$ cat src/rtl/idct_pkg.sv
// Shared constants and types for the IDCT pixel output stage.
// Optional feature macro used by the top: IDCT_SCALER_SAT_STATS_EN.
package idct_pkg;

  localparam int unsigned IDCT_OUT_W       = 32;
  localparam int unsigned IDCT_FRAC_BITS   = 8;
  localparam int unsigned IDCT_PIX_W       = 8;
  localparam int unsigned IDCT_BLK_DIM     = 8;
  localparam int unsigned JPEG_LEVEL_SHIFT = 128;

  // Packs as {high, low}, matching the out_sat port layout.
  typedef struct packed {
    logic high;
    logic low;
  } sat_t;

endpackage

$ cat src/rtl/idct_round_clamp.sv
// Combinational round / level-shift / clamp for one IDCT sample.
// Rounding feeds the S1 register; clamping consumes the registered rounded value.
module idct_round_clamp
  import idct_pkg::*;
#(
  parameter int unsigned IN_W        = IDCT_OUT_W,
  parameter int unsigned FRAC_BITS   = IDCT_FRAC_BITS,
  parameter int unsigned PIX_W       = IDCT_PIX_W,
  parameter int unsigned LEVEL_SHIFT = JPEG_LEVEL_SHIFT
) (
  input  logic [IN_W-1:0]        in_data,
  output logic signed [IN_W+1:0] rounded,
  input  logic signed [IN_W+1:0] rounded_in,
  output logic [PIX_W-1:0]       pixel,
  output sat_t                   sat
);

  localparam int unsigned IW = IN_W + 2;
  localparam logic signed [IW-1:0] HALF    = IW'(1) <<< (FRAC_BITS - 1);
  localparam logic signed [IW-1:0] SHIFT   = IW'(LEVEL_SHIFT);
  localparam logic signed [IW-1:0] PIX_MAX = IW'((64'd1 << PIX_W) - 64'd1);

  logic signed [IW-1:0] in_ext;
  logic signed [IW-1:0] shifted;

  // Two guard bits keep the +HALF add from wrapping at the input extremes.
  assign in_ext  = {{2{in_data[IN_W-1]}}, in_data};
  assign rounded = (in_ext + HALF) >>> FRAC_BITS;
  assign shifted = rounded_in + SHIFT;

  always_comb begin
    pixel    = shifted[PIX_W-1:0];
    sat.high = 1'b0;
    sat.low  = 1'b0;
    if (shifted < 0) begin
      pixel   = '0;
      sat.low = 1'b1;
    end else if (shifted > PIX_MAX) begin
      pixel    = '1;
      sat.high = 1'b1;
    end
  end

endmodule

$ cat src/rtl/idct_pixel_stream_scaler.sv
// Two-stage valid/ready pipeline turning IDCT results into clamped, position-tagged pixels.
// Define IDCT_SCALER_SAT_STATS_EN to add per-block saturation counters.
module idct_pixel_stream_scaler
  import idct_pkg::*;
#(
  parameter int unsigned IN_W        = IDCT_OUT_W,
  parameter int unsigned FRAC_BITS   = IDCT_FRAC_BITS,
  parameter int unsigned PIX_W       = IDCT_PIX_W,
  parameter int unsigned LEVEL_SHIFT = JPEG_LEVEL_SHIFT,
  parameter int unsigned BLK_DIM     = IDCT_BLK_DIM
) (
  input  logic                       clk,
  input  logic                       rst_n,
  input  logic                       in_valid,
  output logic                       in_ready,
  input  logic [IN_W-1:0]            in_data,
  output logic                       out_valid,
  input  logic                       out_ready,
  output logic [PIX_W-1:0]           out_pixel,
  output logic [$clog2(BLK_DIM)-1:0] out_row,
  output logic [$clog2(BLK_DIM)-1:0] out_col,
  output logic                       out_last,
  output logic [1:0]                 out_sat
`ifdef IDCT_SCALER_SAT_STATS_EN
  ,
  output logic [15:0]                sat_count,
  output logic [15:0]                blk_sat_count
`endif
);

  localparam int unsigned PW = $clog2(BLK_DIM);
  localparam logic [PW-1:0] POS_MAX = PW'(BLK_DIM - 1);

  logic                   s1_valid_q, s2_valid_q;
  logic signed [IN_W+1:0] s1_data_q;
  logic [PIX_W-1:0]       s2_pixel_q;
  sat_t                   s2_sat_q;
  logic [PW-1:0]          row_q, col_q;

  logic signed [IN_W+1:0] rounded;
  logic [PIX_W-1:0]       pixel;
  sat_t                   sat;
  logic                   s1_adv, s2_adv, out_fire;

  idct_round_clamp #(
    .IN_W        (IN_W),
    .FRAC_BITS   (FRAC_BITS),
    .PIX_W       (PIX_W),
    .LEVEL_SHIFT (LEVEL_SHIFT)
  ) u_round_clamp (
    .in_data    (in_data),
    .rounded    (rounded),
    .rounded_in (s1_data_q),
    .pixel      (pixel),
    .sat        (sat)
  );

  // A stage may load when it is empty or its content moves on this edge.
  assign s2_adv   = !s2_valid_q || out_ready;
  assign s1_adv   = !s1_valid_q || s2_adv;
  assign in_ready = s1_adv;
  assign out_fire = s2_valid_q && out_ready;

  assign out_valid = s2_valid_q;
  assign out_pixel = s2_pixel_q;
  assign out_sat   = s2_sat_q;
  assign out_row   = row_q;
  assign out_col   = col_q;
  assign out_last  = (row_q == POS_MAX) && (col_q == POS_MAX) && s2_valid_q;

  always_ff @(posedge clk) begin
    if (!rst_n) begin
      s1_valid_q <= 1'b0;
      s1_data_q  <= '0;
      s2_valid_q <= 1'b0;
      s2_pixel_q <= '0;
      s2_sat_q   <= '0;
      row_q      <= '0;
      col_q      <= '0;
    end else begin
      if (s1_adv) begin
        s1_valid_q <= in_valid;
        if (in_valid) s1_data_q <= rounded;
      end
      if (s2_adv) begin
        s2_valid_q <= s1_valid_q;
        if (s1_valid_q) begin
          s2_pixel_q <= pixel;
          s2_sat_q   <= sat;
        end
      end
      // Position tracks delivered pixels, so stalls never move it.
      if (out_fire) begin
        if (col_q == POS_MAX) begin
          col_q <= '0;
          row_q <= (row_q == POS_MAX) ? '0 : row_q + PW'(1);
        end else begin
          col_q <= col_q + PW'(1);
        end
      end
    end
  end

`ifdef IDCT_SCALER_SAT_STATS_EN
  logic [15:0] cnt_q, blk_q, cnt_base, cnt_next;
  logic        clr_q;

  // The running count restarts on the first transfer following a block's last pixel.
  always_comb begin
    cnt_base = clr_q ? 16'd0 : cnt_q;
    cnt_next = cnt_base;
    if ((out_sat != 2'b00) && (cnt_base != 16'hFFFF)) cnt_next = cnt_base + 16'd1;
  end

  always_ff @(posedge clk) begin
    if (!rst_n) begin
      cnt_q <= '0;
      blk_q <= '0;
      clr_q <= 1'b0;
    end else if (out_fire) begin
      cnt_q <= cnt_next;
      clr_q <= out_last;
      if (out_last) blk_q <= cnt_next;
    end
  end

  assign sat_count     = cnt_q;
  assign blk_sat_count = blk_q;
`endif

endmodule
$ cat config.mk
export PLATFORM = sky130hd
export DESIGN_NAME = idct_pixel_stream_scaler
export DESIGN_NICKNAME = d
export VERILOG_FILES = /design/src/rtl/idct_pkg.sv /design/src/rtl/idct_round_clamp.sv /design/src/rtl/idct_pixel_stream_scaler.sv
export SDC_FILE = /design/constraint.sdc
export NUM_CORES = 1
export LEC_CHECK = 0
export ABC_CLOCK_PERIOD_IN_PS = 3100
export BUFFER_PORTS_ARGS = -buffer_cell sky130_fd_sc_hd__buf_2
export CAP_MARGIN = 5
export CORE_MARGIN = 5
export CORE_UTILIZATION = 54
export DETAILED_ROUTE_END_ITERATION = 6
export PLACE_DENSITY_LB_ADDON = 0.2
export SETUP_SLACK_MARGIN = 0.15
export SYNTH_ARGS = -nofsm -noshare
export SYNTH_HDL_FRONTEND = slang
export SYNTH_SLANG_ARGS = --single-unit
$ cat constraint.sdc
create_clock -name clk -period 3.1 [get_ports clk]
set_input_delay 0.155 -clock clk [delete_from_list [all_inputs] [get_ports clk]]
set_output_delay 0.155 -clock clk [all_outputs]
set_load 0.005 [all_outputs]
==> results.md <==
- Status: finished clean
- Core area: 4320 µm²
- Hold/Removal Path Class: input pin to register
- Clk root buf: clkbuf_8
- Mapped Area: 2380 µm²
- Met2 WL: 2080 µm
- Launch point of the critical path: s1_data_q[7]
- Reg clk slew, reported paths: 0.08 ns
- CTS tree: built
- Yosys warnings: 0
- Most common cell after layout, fill and taps aside: buf_2
- IO buf count: 47
- Asr flop ratio synth: 0%
- Final Cycle Share: 79.4%
- TritonCTS Buffers: 5
- Clock Skew: 0.00694 ns
- Setup crit end kind: register
- Vias per inst: 5.55
- Tightest Pin Transition: 0.523 ns
- Layout cell share with drive strength beyond 1: 22.5%
- Num Clock Sinks: 43
- Top FF cell, synth: dfxtp_1
- RSZ-0062 raised after global routing: no
- First drt pass iteration count: 4
- GPL Wtd Cong: 0.794
- Maximum clock frequency: 406 MHz
- Initial Utilization: 55.1%
- Die Height: 76.4 µm
- Slew headroom: 64.9%
- Reg2reg start: s1_data_q[7]
- Final setup viols: 0
- Setup crit start kind: register
- Syn_nets: 318
- P&R area growth vs syn: 15.3%
- DR top layer: met4
- Seq/Total Area, Yosys: 36.1%
- Fin nets: 366
- Period minus WS final: 2.46 ns
- Dpl hpwl: 3730 µm
- Most frequent cells in the layout: buf_2, dfxtp_1, nor2_1
- CP max stage delay: 0.59 ns
- Antenna violations before repair: 0
- H-Tree Depth: 2
- Slowest CP cell: or4_4
- Post-CTS sizing: 0
- Diode count: 0
- Leak: 0.00110 µW
- CTS Buffer Depth: 2
- Synth cell types: 48
- Met3 WL post-DR: 315 µm
- Mapped Cells: 276
- VDD IR-drop max: 205 µV
- Number of global-route vias before repair: 1877
- Detailed Route WL: 4790 µm
- # rows: 24
- Total grt overflow: 0
- Power per Cell Area: 410 nW/µm²
- Critical path's top delay family: simple AND/OR/NAND/NOR gates
- Post-CTS Hold Buffers: 0
- Total track usage: 16.7%
- Remaining routing DRC violations: 0
- Number of synthesized flops with an enable pin: 0
- Die area: 5840 µm²
- Via count: 2094
- Fin. max-slew vios: 0
- Post-route ant nets: 0
- Post-CTS Setup Bufs: 0
- Arr. time, crit path: 2.65 ns
- Fill cells: 389
- Cell total after placement: 369
- Die Width: 76.4 µm
- Synth Area per Inst: 8.64 µm²
- Final non-filler cell total: 377
- Post-Route Setup TNS: 0 ns
- Largest net degree at the start of global routing: 50
- Hold path startpoint: in_valid
- # IOs: 55
- Required time worst endpoint: 3.29 ns
- Drt initial violations: 90
- CP Buf/Inv Count: 0
- M1 WL: 2320 µm
- Hold Fails Final Rpt: 0
- FF+latch count, synth: 43
- Crit path cell chain: ha_1 -> nand3_1 -> or4_4 -> xnor2_1 -> o21ai_0 -> nand4_4 -> o221a_1
- CP Max Fanout: 9
- First-pass GRT wire length: 8330 µm
- Avg WL per Cell: 12.7 µm
- Clk_lat worst skew: 0.30 ns
- Worst Setup Path Type: register to register
- Max-Cap Viols: 0
- Min Hold Slack: 0.104 ns
layout make-up:
| class | instances | area, µm² | share of cell area [%] |
|---|---|---|---|
| clock buffers | 6 | 72.6 | 2.64 |
| well taps | 52 | 65.1 | 2.37 |
| flip-flops and latches | 43 | 861 | 31.3 |
| multi-input cells | 220 | 1470 | 53.4 |
| repair buffers | 49 | 250 | 9.11 |
| clock inverters | 2 | 12.5 | 0.455 |
| inverters | 5 | 18.8 | 0.683 |
flip-flops by register name, indices dropped and copies added, names as in the netlist:
name	flops
out_valid	1
out_row	3
out_col	3
s1_data_q	25
s1_valid_q	1
out_sat	2
out_pixel	8
metrics by stage:
stage / total power [µW] / setup slack, ns / cell area, µm² / util, %
6_report: 1130 / 0.638 / 2750 / 63.5
5_1_grt: 1200 / 0.474 / 2750 / 63.5
4_1_cts: 1140 / 0.609 / 2750 / 63.5
3_5_place_dp: 801 / 0.625 / 2660 / 61.6
3_3_place_gp: 795 / 0.678 / 2660 / 61.6
2_1_floorplan: 736 / 0.861 / 2380 / -
synth_stat cells, types with 2 or more instances:
| cell | number | area [µm²] |
|---|---|---|
| a211oi_1 | 16 | 120 |
| a21oi_1 | 16 | 80.1 |
| and2_1 | 2 | 12.5 |
| and3_1 | 6 | 37.5 |
| and3_2 | 5 | 37.5 |
| and4_1 | 3 | 26.3 |
| clkbuf_1 | 7 | 26.3 |
| dfxtp_1 | 43 | 861 |
| ha_1 | 6 | 75.1 |
| inv_1 | 4 | 15.0 |
| mux2i_1 | 2 | 20.0 |
| nand2_1 | 20 | 75.1 |
| nand2b_1 | 3 | 18.8 |
| nand3_1 | 19 | 95.1 |
| nand4_1 | 4 | 25.0 |
| nand4_4 | 2 | 42.5 |
| nor2_1 | 36 | 135 |
| nor2b_1 | 3 | 18.8 |
| nor3_1 | 7 | 35.0 |
| nor4_1 | 3 | 18.8 |
| o21ai_0 | 11 | 55.1 |
| o221a_1 | 8 | 90.1 |
| or3_1 | 2 | 12.5 |
| xnor2_1 | 13 | 114 |
| xor2_1 | 12 | 105 |
cell families after synthesis:
| kind of cell | after synthesis | synth area share [%] |
|---|---|---|
| AND/OR/NAND/NOR | 123 | 27.9 |
| XOR/XNOR | 25 | 9.19 |
| buffers and inverters | 13 | 2.31 |
| adder cells (fa/ha/maj) | 6 | 3.15 |
| AO/OA/AOI/OAI | 64 | 20.5 |
| multiplexers | 2 | 0.840 |
| flip-flops | 43 | 36.1 |
report_power, final:
group | internal [µW] | switching [µW] | leakage, µW
Clock | 157 | 182 | 0.0000412
Combinational | 76.6 | 88.0 | 0.000708
Sequential | 587 | 35.0 | 0.000355
worst min-delay path, delay by kind of cell:
family,cells,cell delay [ns]
buf+inv,1,0.09
simple gates,1,0.08
compound gates,1,0.04
routing by layer:
metal  track usage [%]  vias to the layer above
met5                 0                        -
met4              5.77                        0
met3              4.14                        8
met2              26.3                       49
met1              22.2                      915
li1                  -                     1122
final timing paths:
kind / end / slack (ns) / cells after the start
hold / removal: s1_valid_q / 0.10 / 3
hold reg to reg: out_col[1] / 0.48 / 2
setup / recovery: out_pixel[1] / 0.64 / 7
setup reg to reg: out_pixel[1] / 0.64 / 7
Note: power is estimated with default switching activity, not from simulation.
